File: src/rtl/clk_bundle_gen_pkg.sv
// Shared constants for the divided-clock bundle generator: default widths and FSM state encodings.
package clk_bundle_pkg;

   localparam int DEF_NUM_CLKS = 4;
   localparam int DEF_DIV_W    = 8;
   localparam int DEF_CNT_W    = 16;

   typedef enum logic [1:0] {
      IDLE  = 2'd0,
      RUN   = 2'd1,
      DRAIN = 2'd2
   } state_e;

   // Plain-vector copies of the state encodings, so the state register can stay a logic vector.
   localparam logic [1:0] ST_IDLE  = IDLE;
   localparam logic [1:0] ST_RUN   = RUN;
   localparam logic [1:0] ST_DRAIN = DRAIN;

endpackage

File: src/rtl/clk_bundle_gen_if.sv
// Lane configuration channel (valid/ready) between a config master and the bundle generator.
interface clk_bundle_gen_if
   import clk_bundle_pkg::*;
#(
   parameter int NUM_CLKS = DEF_NUM_CLKS,
   parameter int DIV_W    = DEF_DIV_W
);
   localparam int LANE_W = (NUM_CLKS > 1) ? $clog2(NUM_CLKS) : 1;

   logic              i_cfg_valid;
   logic              o_cfg_ready;
   logic [LANE_W-1:0] i_cfg_lane;
   logic [DIV_W-1:0]  i_cfg_div;

   modport master (
      output i_cfg_valid,
      output i_cfg_lane,
      output i_cfg_div,
      input  o_cfg_ready
   );

   modport slave (
      input  i_cfg_valid,
      input  i_cfg_lane,
      input  i_cfg_div,
      output o_cfg_ready
   );

endinterface

File: src/rtl/clk_lane_div.sv
// One divided-clock lane: half-period down-counter, registered toggle output and first-high pulse.
module clk_lane_div #(
   parameter int DIV_W = 8
) (
   input  logic             i_clk,
   input  logic             i_rst_n,
   input  logic             i_load,
   input  logic             i_run,
   input  logic             i_drain,
   input  logic [DIV_W-1:0] i_div,
   output logic             o_clk,
   output logic             o_edge,
   output logic             o_rise
);

   logic [DIV_W-1:0] cnt_q, cnt_d;
   logic             clk_q, clk_d;
   logic             edge_q, edge_d;
   logic             active;
   logic             expire;

   // While draining, only a lane that is still high keeps counting so it can fall on schedule.
   assign active = i_run || (i_drain && clk_q);
   assign expire = (cnt_q == '0);
   assign o_rise = i_run && expire && !clk_q;

   always_comb begin
      cnt_d  = cnt_q;
      clk_d  = clk_q;
      edge_d = 1'b0;
      if (i_load) begin
         cnt_d = i_div;
         clk_d = 1'b0;
      end else if (active) begin
         if (expire) begin
            clk_d  = !clk_q;
            cnt_d  = i_div;
            edge_d = o_rise;
         end else begin
            cnt_d = cnt_q - DIV_W'(1);
         end
      end
   end

   always_ff @(posedge i_clk or negedge i_rst_n) begin
      if (!i_rst_n) begin
         cnt_q  <= '0;
         clk_q  <= 1'b0;
         edge_q <= 1'b0;
      end else begin
         cnt_q  <= cnt_d;
         clk_q  <= clk_d;
         edge_q <= edge_d;
      end
   end

   assign o_clk  = clk_q;
   assign o_edge = edge_q;

endmodule

File: src/rtl/clk_bundle_gen.sv
// Phase-aligned divided-clock bundle: run/drain FSM, per-lane divide shadows and top-lane edge counter.
module clk_bundle_gen
   import clk_bundle_pkg::*;
#(
   parameter int NUM_CLKS = DEF_NUM_CLKS,
   parameter int DIV_W    = DEF_DIV_W,
   parameter int CNT_W    = DEF_CNT_W
) (
   input  logic                i_clk,
   input  logic                i_rst_n,
   clk_bundle_gen_if.slave     cfg,
   input  logic                i_start,
   input  logic                i_stop,
   input  logic [CNT_W-1:0]    i_edge_limit,
   output logic [NUM_CLKS-1:0] o_clks,
   output logic [NUM_CLKS-1:0] o_edges,
   output logic [CNT_W-1:0]    o_edge_cnt,
   output logic                o_running,
   output logic                o_done
);

   logic [1:0]          state_q, state_d;
   logic [DIV_W-1:0]    div_q [NUM_CLKS];
   logic [DIV_W-1:0]    divLoad [NUM_CLKS];
   logic [CNT_W-1:0]    edgeCnt_q, edgeCnt_d;
   logic [CNT_W-1:0]    limit_q;
   logic                done_q;
   logic                cfgFire;
   logic                startFire;
   logic                runEn;
   logic                drainEn;
   logic [NUM_CLKS-1:0] laneRise;
   logic                unusedRise;

   assign cfg.o_cfg_ready = (state_q == ST_IDLE);
   assign cfgFire         = cfg.i_cfg_valid && cfg.o_cfg_ready;
   assign startFire       = (state_q == ST_IDLE) && i_start;
   assign runEn           = (state_q == ST_RUN);
   assign drainEn         = (state_q == ST_DRAIN);

   // A config write landing on the start edge is forwarded so that lane starts with the new value.
   always_comb begin
      for (int l = 0; l < NUM_CLKS; l++) begin
         divLoad[l] = (cfgFire && (int'(cfg.i_cfg_lane) == l)) ? cfg.i_cfg_div : div_q[l];
      end
   end

   always_ff @(posedge i_clk or negedge i_rst_n) begin
      if (!i_rst_n) begin
         for (int l = 0; l < NUM_CLKS; l++) begin
            div_q[l] <= '0;
         end
      end else if (cfgFire) begin
         for (int l = 0; l < NUM_CLKS; l++) begin
            if (int'(cfg.i_cfg_lane) == l) begin
               div_q[l] <= cfg.i_cfg_div;
            end
         end
      end
   end

   always_comb begin
      state_d   = state_q;
      edgeCnt_d = edgeCnt_q;
      case (state_q)
         ST_IDLE: begin
            if (i_start) begin
               state_d   = ST_RUN;
               edgeCnt_d = '0;
            end
         end
         ST_RUN: begin
            if (laneRise[NUM_CLKS-1]) begin
               if (edgeCnt_q != '1) begin
                  edgeCnt_d = edgeCnt_q + CNT_W'(1);
               end
               if ((limit_q != '0) && (edgeCnt_d == limit_q)) begin
                  state_d = ST_DRAIN;
               end
            end
            if (i_stop) begin
               state_d = ST_DRAIN;
            end
         end
         ST_DRAIN: begin
            if (o_clks == '0) begin
               state_d = ST_IDLE;
            end
         end
         default: state_d = ST_IDLE;
      endcase
   end

   always_ff @(posedge i_clk or negedge i_rst_n) begin
      if (!i_rst_n) begin
         state_q   <= ST_IDLE;
         edgeCnt_q <= '0;
         limit_q   <= '0;
         done_q    <= 1'b0;
      end else begin
         state_q   <= state_d;
         edgeCnt_q <= edgeCnt_d;
         if (startFire) begin
            limit_q <= i_edge_limit;
         end
         done_q    <= drainEn && (o_clks == '0);
      end
   end

   for (genvar l = 0; l < NUM_CLKS; l++) begin : gLane
      clk_lane_div #(
         .DIV_W (DIV_W)
      ) uLane (
         .i_clk   (i_clk),
         .i_rst_n (i_rst_n),
         .i_load  (startFire),
         .i_run   (runEn),
         .i_drain (drainEn),
         .i_div   (divLoad[l]),
         .o_clk   (o_clks[l]),
         .o_edge  (o_edges[l]),
         .o_rise  (laneRise[l])
      );
   end

   // Only the top lane's rise feeds the edge counter; the other lanes' rise strobes are spare.
   assign unusedRise = ^laneRise;

   assign o_edge_cnt = edgeCnt_q;
   assign o_running  = (state_q != ST_IDLE);
   assign o_done     = done_q;

endmodule

File: src/flat_wrapper.sv
// flat-port wrapper written by rule: the top's interface ports become plain ports
module clk_bundle_gen_flat import clk_bundle_pkg::*;
#(
   parameter int NUM_CLKS = DEF_NUM_CLKS,
   parameter int DIV_W    = DEF_DIV_W,
   parameter int CNT_W    = DEF_CNT_W
)
  (i_clk, i_rst_n, i_start, i_stop, i_edge_limit, o_clks, o_edges, o_edge_cnt, o_running, o_done, cfg_i_cfg_valid, cfg_i_cfg_lane, cfg_i_cfg_div, cfg_o_cfg_ready);
  clk_bundle_gen_if #(.NUM_CLKS(NUM_CLKS), .DIV_W(DIV_W)) cfg_i ();
  input  logic i_clk;
  input  logic i_rst_n;
  input  logic i_start;
  input  logic i_stop;
  input  logic [CNT_W-1:0] i_edge_limit;
  output logic [NUM_CLKS-1:0] o_clks;
  output logic [NUM_CLKS-1:0] o_edges;
  output logic [CNT_W-1:0] o_edge_cnt;
  output logic o_running;
  output logic o_done;
  input wire logic [$bits(cfg_i.i_cfg_valid)-1:0] cfg_i_cfg_valid;
  input wire logic [$bits(cfg_i.i_cfg_lane)-1:0] cfg_i_cfg_lane;
  input wire logic [$bits(cfg_i.i_cfg_div)-1:0] cfg_i_cfg_div;
  output wire logic [$bits(cfg_i.o_cfg_ready)-1:0] cfg_o_cfg_ready;
  assign cfg_i.i_cfg_valid = cfg_i_cfg_valid;
  assign cfg_i.i_cfg_lane = cfg_i_cfg_lane;
  assign cfg_i.i_cfg_div = cfg_i_cfg_div;
  assign cfg_o_cfg_ready = cfg_i.o_cfg_ready;
  clk_bundle_gen #(.NUM_CLKS(NUM_CLKS), .DIV_W(DIV_W), .CNT_W(CNT_W)) u_core (.i_clk(i_clk), .i_rst_n(i_rst_n), .cfg(cfg_i), .i_start(i_start), .i_stop(i_stop), .i_edge_limit(i_edge_limit), .o_clks(o_clks), .o_edges(o_edges), .o_edge_cnt(o_edge_cnt), .o_running(o_running), .o_done(o_done));
endmodule
File: config.mk
export PLATFORM = sky130hd
export DESIGN_NAME = clk_bundle_gen_flat
export DESIGN_NICKNAME = d
export VERILOG_FILES = /design/src/rtl/clk_bundle_gen_pkg.sv /design/src/rtl/clk_bundle_gen_if.sv /design/src/rtl/clk_lane_div.sv /design/src/rtl/clk_bundle_gen.sv /design/src/flat_wrapper.sv
export SDC_FILE = /design/constraint.sdc
export NUM_CORES = 1
export LEC_CHECK = 0
export ABC_AREA = 1
export BUFFER_PORTS_ARGS = -buffer_cell sky130_fd_sc_hd__buf_2
export CAP_MARGIN = 20
export CORE_MARGIN = 10
export CORE_UTILIZATION = 25
export CTS_BUF_LIST = sky130_fd_sc_hd__clkbuf_16
export DETAILED_ROUTE_END_ITERATION = 10
export MAX_ROUTING_LAYER = met4
export SYNTH_ARGS = -nofsm -noshare
export SYNTH_HDL_FRONTEND = slang
export SYNTH_SLANG_ARGS = --single-unit
File: constraint.sdc
create_clock -name i_clk -period 2.55 [get_ports i_clk]
set_clock_uncertainty 0.05 [all_clocks]
set_input_delay 0.51 -clock i_clk [delete_from_list [all_inputs] [get_ports i_clk]]
set_output_delay 0.51 -clock i_clk [all_outputs]
set_load 0.05 [all_outputs]
==> results of run 1 <==
## worst register-to-register path: stages, from the launching register on
cell,delay [ns]
dfrtp_1,0.42
ha_1,0.25
nand3_2,0.10
clkinv_2,0.12
nand2_4,0.12
nor2_4,0.06
inv_4,0.16
nand2_1,0.12
xnor2_1,0.20
nand3_1,0.14
nor2_1,0.12
nand2_1,0.07
nand2_1,0.08
nand2_1,0.05
nand2_1,0.05
nand2_1,0.05
## through the flow
stage | hold slack (ns) | power, mW
2_1_floorplan | 0.164 | 4.92
3_3_place_gp | 0.410 | 5.74
3_5_place_dp | 0.412 | 5.81
4_1_cts | 0.0894 | 7.33
5_1_grt | 0.111 | 7.94
6_report | 0.0711 | 7.28
## cells by family (layout without fill, tap and decap cells)
group / after synthesis / in the layout / share of synthesized area
compound gates: 144 / 144 / 0.129
xor+xnor: 17 / 17 / 0.0259
fa+ha+maj: 9 / 9 / 0.0196
buf+inv: 129 / 192 / 0.0927
flops: 107 / 107 / 0.466
mux: 15 / 15 / 0.0261
other cells: 0 / 2 / 0
simple gates: 331 / 331 / 0.241
## layer usage
layer / part of all wire / global-route usage / vias up
met4: 0.011 / 0.0246 / 0
met5: 0 / - / -
met1: 0.48 / 0.151 / 2377
met2: 0.43 / 0.158 / 135
li1: - / - / 2527
met3: 0.075 / 0.0282 / 14
## area by class of cell
cell class | instances | area share
antenna | 2 | 0.000748
clock buffer | 9 | 0.0336
clock inverter | 6 | 0.0133
inverter | 105 | 0.0594
multi-input combinational | 516 | 0.380
sequential | 107 | 0.400
tap | 285 | 0.0533
timing repair buffer | 72 | 0.0598
## how the worst max path moves through the flow
stage          slack (ns)                                          to  cells past startpoint
2_1_floorplan        0.07  u_core.gLane[2].uLane.cnt_q[5]$_DFFE_PN0P_                      9
3_3_place_gp         0.34               u_core.state_q[0]$_DFFE_PN0P_                     15
3_5_place_dp         0.32               u_core.state_q[0]$_DFFE_PN0P_                     15
4_1_cts              0.30               u_core.state_q[0]$_DFFE_PN0P_                     15
5_1_grt              0.08               u_core.state_q[0]$_DFFE_PN0P_                     18
6_report             0.30               u_core.state_q[0]$_DFFE_PN0P_                     15
## power breakdown
group | total (mW) | internal [mW] | leakage (nW) | switching (mW)
clock | 1.49 | 0.860 | 0.154 | 0.634
combinational | 3.01 | 1.03 | 1.99 | 1.98
sequential | 2.77 | 2.37 | 1.34 | 0.401
## flip-flops by register name (all words and copies together) (netlist names)
name and cells:
u_core.div_q 32, u_core.gLane.uLane.cnt_q 32, u_core.gLane.uLane.o_clk 4, u_core.gLane.uLane.o_edge 4
u_core.limit_q 16, u_core.o_done 1, u_core.o_edge_cnt 16, u_core.state_q 2
## cell usage in the layout (no fill, tap or decap), types with 3 or more instances in the layout
master,count
ha_1,9
nor3_1,8
nand4_1,10
xnor2_1,3
buf_2,56
o22ai_1,7
o21ai_1,6
nor2_2,4
mux2i_1,15
xor2_1,14
dfrtp_1,107
nand3_1,37
nand2_1,196
inv_1,101
clkbuf_16,9
nor2_1,65
o211ai_1,3
o21ai_0,93
buf_4,16
a21oi_1,32
==> metrics.txt, run 1 <==
Slew Limit Fails=0; top cell type's share of synthesized area=0.466; CTS tree=done; yosys warns=0; RSZ-0062 raised after global routing=no; post-synthesis cell count=752; first-pass GRT wire length=25100 µm; share of cells above drive strength 1=0.123; VDD IR max=0.487 mV; FP Rows=55; LEAKAGE=3.48 nW; Die Ht=172 µm; Seq. cell area=2680 µm²; # port buffers=57; postcts setup bufs=0; period utilization=0.883; Power Density=1090 nW/µm²; Worst slew margin=0.638; Reg clk slew, reported paths=0.07 ns; area taken by multi-input logic gates=2540 µm²; core area=22600 µm²; worst-skew pair later-pin latency=0.35 ns; crit path time final=2.25 ns; CP Max Fanout=19; placed instance count=1085; number of clock sinks=107; largest net degree at the start of global routing=38; CP Data Arrival Time=2.43 ns; most frequent CP cell=nand2_1; Slew @ Worst Pin=0.542 ns; leading area contributor after synthesis=dfrtp_1; dominant synthesized flop cell=dfrtp_1; Placed Area=6370 µm²; DIE AREA=29500 µm²; die width=172 µm; routability cong.=0.881; drt first-iter violations=420; Wirelength per Cell=14.0 µm; antenna violations before repair=1; max-cap viol count=0; Buffers & Inverters on Critical Path=2; Synth Cell Area=5750 µm²; dpl ws=0.318 ns; CP top delay family=simple AND/OR/NAND/NOR gates; routed wire length=15500 µm; Reg-to-Reg Start=u_core.o_edge_cnt[0]$_DFFE_PN0P_; final setup fails=0; Worst setup startpoint=u_core.o_edge_cnt[0]$_DFFE_PN0P_; Layout area overhead=16.4%; final net count=851; grt ovf=0; detailed-route vias per instance=4.59; crit-path max cell delay=0.42 ns; total CTS buffers=9; post-detailed-route count of antenna-violating nets=0; most frequent cells after synthesis=nand2_1 (196), dfrtp_1 (107), inv_1 (100), o21ai_0 (93), nor2_1 (66); Starting Density=0.254; setup ws final=0.299 ns; Worst setup EP type=flop; total negative slack=0 ns; Crit path required time=2.73 ns; crit-path cells=ha_1, nand3_2, clkinv_2, nand2_4, nor2_4, inv_4, nand2_1, xnor2_1, nand3_1, nor2_1, nand2_1, nand2_1, nand2_1, nand2_1, nand2_1; status=completed; Highest Clock Rate=444 MHz; CTS root buffer=clkbuf_16; CTS max path bufs=2; DRC Markers=0; total track usage=0.110; Top-Level Pins=58; crit path kind=reg2reg; Startpoint Class=flop; r2r setup slk=0.30 ns; Synth Area per Inst=7.65 µm²; Slowest cell on crit path=dfrtp_1; finished layout cell area=6690 µm²; total nets after synthesis=792; Initial DRT Pass Iterations=5; Fin. Hold Viols=0; cell count of the worst reg-to-reg path=15; # H-tree levels=3; ranking of synthesized cells by area=dfrtp_1 (47%), nand2_1 (13%), o21ai_0 (8.1%); estimated wirelength of the detail-placed design=11600 µm; worst reg2reg endpoint=u_core.state_q[0]$_DFFE_PN0P_; Post-synth EDFFs=0; vias in the first global route=4871; fin cells=1102; routed vias=5053; Final Util=0.296; count leader, synth=nand2_1; Post-CTS Resized=0; Seq/Total Area, Yosys=0.466; distinct cell type count after synthesis=34; #FFs+latches synth=107; Filler Cell Count=2445; Post-CTS Hold Buffers=0; HP Class=in2async; Async SR Flop Fraction=1.00
Power figures use the tool's default switching activity.
==> run 2: changes to the inputs <==
Settings changed: PLACE_DENSITY set to 0.49.
==> metrics.txt, run 2 (synthesis results as in run 1) <==
DRC Markers=0 (unchanged); max-cap viol count=0 (unchanged); Worst setup EP type=flop (unchanged); FP Rows=55 (unchanged); grt ovf=0 (unchanged); Die Ht=172 µm (unchanged); most frequent cells in the layout=nand2_1 (196), dfrtp_1 (107), inv_1 (101) (unchanged); post-detailed-route count of antenna-violating nets=0 (unchanged); number of clock sinks=107 (unchanged); worst-skew pair later-pin latency=0.35 ns (about the same); most common cell after layout, fill and taps aside=nand2_1 (unchanged); crit path time final=2.29 ns (was 2.25 ns); DIE AREA=29500 µm² (unchanged); Layout area overhead=17.1% (was 16.4%); largest net degree at the start of global routing=46 (was 38); Slew Limit Fails=0 (unchanged); Reg clk slew, reported paths=0.07 ns (about the same); core area=22600 µm² (unchanged); Initial DRT Pass Iterations=5 (unchanged); total track usage=0.115 (was 0.110); CP Data Arrival Time=2.47 ns (was 2.43 ns); postcts setup bufs=0 (unchanged); final setup fails=0 (unchanged); LEAKAGE=3.50 nW (was 3.48 nW); Startpoint Class=flop (unchanged); HP Class=in2async (unchanged); CTS max path bufs=2 (unchanged); status=completed (unchanged); Worst slew margin=0.660 (was 0.638); drt first-iter violations=337 (was 420); # H-tree levels=3 (unchanged); routed vias=4906 (was 5053); Starting Density=0.254 (unchanged); antenna violations before repair=1 (unchanged); Top-Level Pins=58 (unchanged); crit path kind=reg2reg (unchanged); Worst setup startpoint=u_core.o_edge_cnt[1]$_DFFE_PN0P_ (was u_core.o_edge_cnt[0]$_DFFE_PN0P_); Slew @ Worst Pin=0.509 ns (was 0.542 ns); Power Density=1080 nW/µm² (was 1090 nW/µm²); Highest Clock Rate=437 MHz (was 444 MHz); Post-CTS Hold Buffers=0 (unchanged); Fin. Hold Viols=0 (unchanged); routability cong.=0.839 (was 0.881); worst hold slack=0.0376 ns (was 0.0711 ns); routed wire length=16000 µm (was 15500 µm); Crit path required time=2.73 ns (about the same); die width=172 µm (unchanged); CTS root buffer=clkbuf_16 (unchanged); Wirelength per Cell=14.5 µm (was 14.0 µm); RSZ-0062 raised after global routing=no (unchanged); share of cells above drive strength 1=0.128 (was 0.123); CTS tree=done (unchanged); VDD IR max=0.439 mV (was 0.487 mV); Final Util=0.297 (was 0.296); estimated wirelength of the detail-placed design=12200 µm (was 11600 µm); Filler Cell Count=2452 (was 2445); period utilization=0.897 (was 0.883); CP Max Fanout=19 (unchanged); detailed-route vias per instance=4.44 (was 4.59); total CTS buffers=9 (unchanged); Reg-to-Reg Start=u_core.o_edge_cnt[1]$_DFFE_PN0P_ (was u_core.o_edge_cnt[0]$_DFFE_PN0P_); vias in the first global route=4823 (was 4871); first-pass GRT wire length=26000 µm (was 25100 µm); # port buffers=57 (unchanged); total negative slack=0 ns (unchanged); final net count=855 (was 851); Largest regs=u_core.div_q (32), u_core.gLane.uLane.cnt_q (32) (unchanged)
-- run 2: worst max-delay path, cell delays in order (launching register included) --
cell and delay [ns]:
dfrtp_1 0.44, ha_1 0.23, nand3_2 0.10, clkinv_2 0.11, nand2_4 0.08, nor2_4 0.18, inv_6 0.10, nand2_1 0.09
inv_1 0.06, nand2_1 0.05, nand2_1 0.05, nor2_1 0.14, nand3_1 0.09, nor2_1 0.10, nand2_1 0.07, nand2_1 0.08
nand2_1 0.05, nand2_1 0.06, nand2_1 0.05
-- run 2: layout make-up --
type | instances | area (µm²) | area share
antenna | 2 | 5.00 | 0.000743
clock buffer | 9 | 225 | 0.0334
clock inverter | 5 | 80.1 | 0.0119
inverter | 105 | 400 | 0.0594
multi-input combinational | 516 | 2550 | 0.378
sequential | 107 | 2680 | 0.398
tap | 285 | 357 | 0.0529
timing repair buffer | 76 | 443 | 0.0658
-- run 2: power by group --
| part | leakage [nW] | switching (mW) | internal (mW) |
|---|---|---|---|
| registers | 1.34 | 0.398 | 2.37 |
| logic | 2.01 | 1.97 | 1.02 |
| clock network | 0.149 | 0.630 | 0.851 |
-- run 2: per-layer routing --
layer  GRT usage  vias up  wire, µm
met4      0.0231        0       145
met1       0.159     2259      8140
met3      0.0270       12       880
li1            -     2537         -
met5           -        -         0
met2       0.168       98      6860
-- run 2: metrics by stage --
| stage | cell area (µm²) | setup WS [ns] | cells | power (mW) |
|---|---|---|---|---|
| final | 6740 | 0.263 | 1105 | 7.24 |
| after global routing | 6730 | 0.0232 | 1104 | 7.95 |
| after CTS | 6720 | 0.232 | 1103 | 7.34 |
| after detailed placement | 6420 | 0.254 | 1089 | 5.83 |
| after global placement | 6420 | 0.253 | 1089 | 5.81 |
| after floorplan | 5750 | 0.0681 | 752 | 4.92 |
-- run 2: repair_timing --
action                     in CTS  in global routing
resized for setup               0                  3
hold endpoints to repair        0                  0
setup endpoints to repair       0                  1
-- run 2: worst paths after layout --
| check | endpoint | slack (ns) | cells after the start |
|---|---|---|---|
| min in group i_clk | u_core.limit_q[14]$_DFFE_PN0P_ | 0.32 | 3 |
| max reg2reg | u_core.state_q[0]$_DFFE_PN0P_ | 0.26 | 18 |
| max | u_core.state_q[0]$_DFFE_PN0P_ | 0.26 | 18 |
| max in group asynchronous | u_core.div_q[8]$_DFFE_PN0P_ | 1.83 | 2 |
| min | u_core.limit_q[2]$_DFFE_PN0P_ | 0.04 | 1 |
| min reg2reg | u_core.div_q[7]$_DFFE_PN0P_ | 0.42 | 2 |
==> run 3: changes to the inputs <==
Clock period 2.55 ns to 2.18 ns, I/O delays scaled along.
==> metrics.txt, run 3 (synthesis results as in run 1) <==
Slew @ Worst Pin=0.351 ns (was 0.509 ns); Slew Limit Fails=0 (unchanged); vias in the first global route=5065 (was 4823); Reg clk slew, reported paths=0.07 ns (about the same); FP Rows=55 (unchanged); Slowest cell on crit path=dfrtp_1 (unchanged); worst hold slack=0.229 ns (was 0.0376 ns); setup ws final=0.122 ns (was 0.263 ns); largest net degree at the start of global routing=52 (was 46); die width=172 µm (unchanged); CP top delay family=simple AND/OR/NAND/NOR gates (unchanged); Highest Clock Rate=486 MHz (was 437 MHz); finished layout cell area=7060 µm² (was 6740 µm²); crit-path cells=nand2_1, nor2_2, nand2_2, nor2_4, clkinv_4, buf_4, nand3_1, nand2_1, inv_1, nand3_1, nor2_1, nand2_1, nand2_1, nand2_1, nand2_1, nand2_1 (was ha_1, nand3_2, clkinv_2, nand2_4, nor2_4, inv_6, nand2_1, inv_1, nand2_1, nand2_1, nor2_1, nand3_1, nor2_1, nand2_1, nand2_1, nand2_1, nand2_1, nand2_1); CP Max Fanout=6 (was 19); Worst slew margin=0.766 (was 0.660); routability cong.=0.872 (was 0.839); total negative slack=0 ns (unchanged); VDD IR max=0.547 mV (was 0.439 mV); grt ovf=0 (unchanged); crit-path max cell delay=0.40 ns (was 0.44 ns); Filler Cell Count=2404 (was 2452); antenna violations before repair=0 (was 1); ant diodes=0 (was 2); Placed Area=6590 µm² (was 6420 µm²); CTS root buffer=clkbuf_16 (unchanged); placed instance count=1104 (was 1089); LEAKAGE=3.61 nW (was 3.50 nW); Startpoint Class=flop (unchanged); DRC Markers=0 (unchanged); dpl ws=0.0135 ns (was 0.254 ns); HP Class=in2reg (was in2async); status=completed (unchanged); max-cap viol count=0 (unchanged); most frequent CP cell=nand2_1 (unchanged); Starting Density=0.254 (unchanged); period utilization=0.944 (was 0.897); share of cells above drive strength 1=0.177 (was 0.128); Power Density=1230 nW/µm² (was 1080 nW/µm²); Wirelength per Cell=14.7 µm (was 14.5 µm); Fin. Hold Viols=0 (unchanged); Crit path required time=2.37 ns (was 2.73 ns); Initial DRT Pass Iterations=4 (was 5); CP Data Arrival Time=2.25 ns (was 2.47 ns); CTS tree=done (unchanged); Die Ht=172 µm (unchanged); Layout area overhead=22.7% (was 17.1%); # port buffers=57 (unchanged); first-pass GRT wire length=26600 µm (was 26000 µm); worst-skew pair later-pin latency=0.36 ns (was 0.35 ns); final setup fails=0 (unchanged); DIE AREA=29500 µm² (unchanged); post-detailed-route count of antenna-violating nets=0 (unchanged); most common cell after layout, fill and taps aside=nand2_1 (unchanged); # H-tree levels=3 (unchanged); routed wire length=16500 µm (was 16000 µm); most frequent cells in the layout=nand2_1 (193), dfrtp_1 (102), inv_1 (100) (was nand2_1 (196), dfrtp_1 (107), inv_1 (101)); crit path time final=2.06 ns (was 2.29 ns); drt first-iter violations=296 (was 337); final net count=877 (was 855); Largest regs=u_core.div_q (32), u_core.gLane.uLane.cnt_q (32) (unchanged); fin cells=1127 (was 1105); total CTS buffers=9 (unchanged); Worst setup EP type=flop (unchanged); CTS max path bufs=2 (unchanged); RSZ-0062 raised after global routing=yes (was no); total track usage=0.118 (was 0.115); Final Power=8.69 mW (was 7.24 mW); Final Util=0.312 (was 0.297); Top-Level Pins=58 (unchanged); Buffers & Inverters on Critical Path=3 (unchanged); detailed-route vias per instance=4.45 (was 4.44); core area=22600 µm² (unchanged); routed vias=5016 (was 4906); estimated wirelength of the detail-placed design=12500 µm (was 12200 µm); crit path kind=reg2reg (unchanged); number of clock sinks=107 (unchanged)
-- run 3: changes by cell type in the layout (fill, tap and decap cells not counted), sizes merged --
cell | previous run | this run
clkinvlp | 1 | 2
bufinv | 2 | 1
buf | 76 | 96
inv | 104 | 106
dlygate4sd3 | 0 | 1
diode | 2 | 0
clkinv | 3 | 4
-- run 3: path summary, 6_finish.rpt --
kind | end | slack [ns] | cells after the start | startpoint
min | u_core.limit_q[12]$_DFFE_PN0P_ | 0.23 | 3 | i_edge_limit[12]
min in group asynchronous | u_core.o_edge_cnt[15]$_DFFE_PN0P_ | 0.48 | 2 | i_rst_n
max reg2reg | u_core.state_q[0]$_DFFE_PN0P_ | 0.12 | 16 | u_core.o_edge_cnt[8]$_DFFE_PN0P_
min reg2reg | u_core.div_q[27]$_DFFE_PN0P_ | 0.44 | 2 | u_core.div_q[27]$_DFFE_PN0P_
max in group asynchronous | u_core.gLane[1].uLane.cnt_q[3]$_DFFE_PN0P_ | 1.01 | 3 | i_rst_n
max | u_core.state_q[0]$_DFFE_PN0P_ | 0.12 | 16 | u_core.o_edge_cnt[8]$_DFFE_PN0P_
-- run 3: layer usage --
| metal | track usage | vias to the layer above | wire [µm] |
|---|---|---|---|
| li1 | - | 2575 | - |
| met1 | 0.157 | 2336 | 8080 |
| met2 | 0.182 | 93 | 7590 |
| met3 | 0.0236 | 12 | 694 |
| met4 | 0.0284 | 0 | 172 |
| met5 | - | - | 0 |
-- run 3: repair_timing --
item                       CTS  global route
resized for setup            0            25
setup buffers                0             5
hold endpoints to repair    19             0
setup endpoints to repair    0            22
hold buffers                 1             0
-- run 3: area by class of cell --
| type | count | area, µm² | area share |
|---|---|---|---|
| flip-flops and latches | 107 | 2680 | 0.380 |
| multi-input cells | 516 | 2670 | 0.378 |
| repair buffers | 97 | 628 | 0.0890 |
| inverters | 105 | 409 | 0.0580 |
| well taps | 285 | 357 | 0.0505 |
| clock buffers | 9 | 225 | 0.0319 |
| clock inverters | 7 | 82.6 | 0.0117 |
| repair inverters | 1 | 5.00 | 0.000709 |
-- run 3: report_power, final --
part	total, mW	leakage [nW]	switching [mW]	internal [mW]
registers	3.26	1.33	0.483	2.77
logic	3.70	2.13	2.38	1.32
clock network	1.72	0.156	0.810	0.915
-- run 3: tightest hold or removal path, stage by stage --
cell and delay (ns):
buf_2 0.07, nand2_1 0.04, nand2_1 0.05
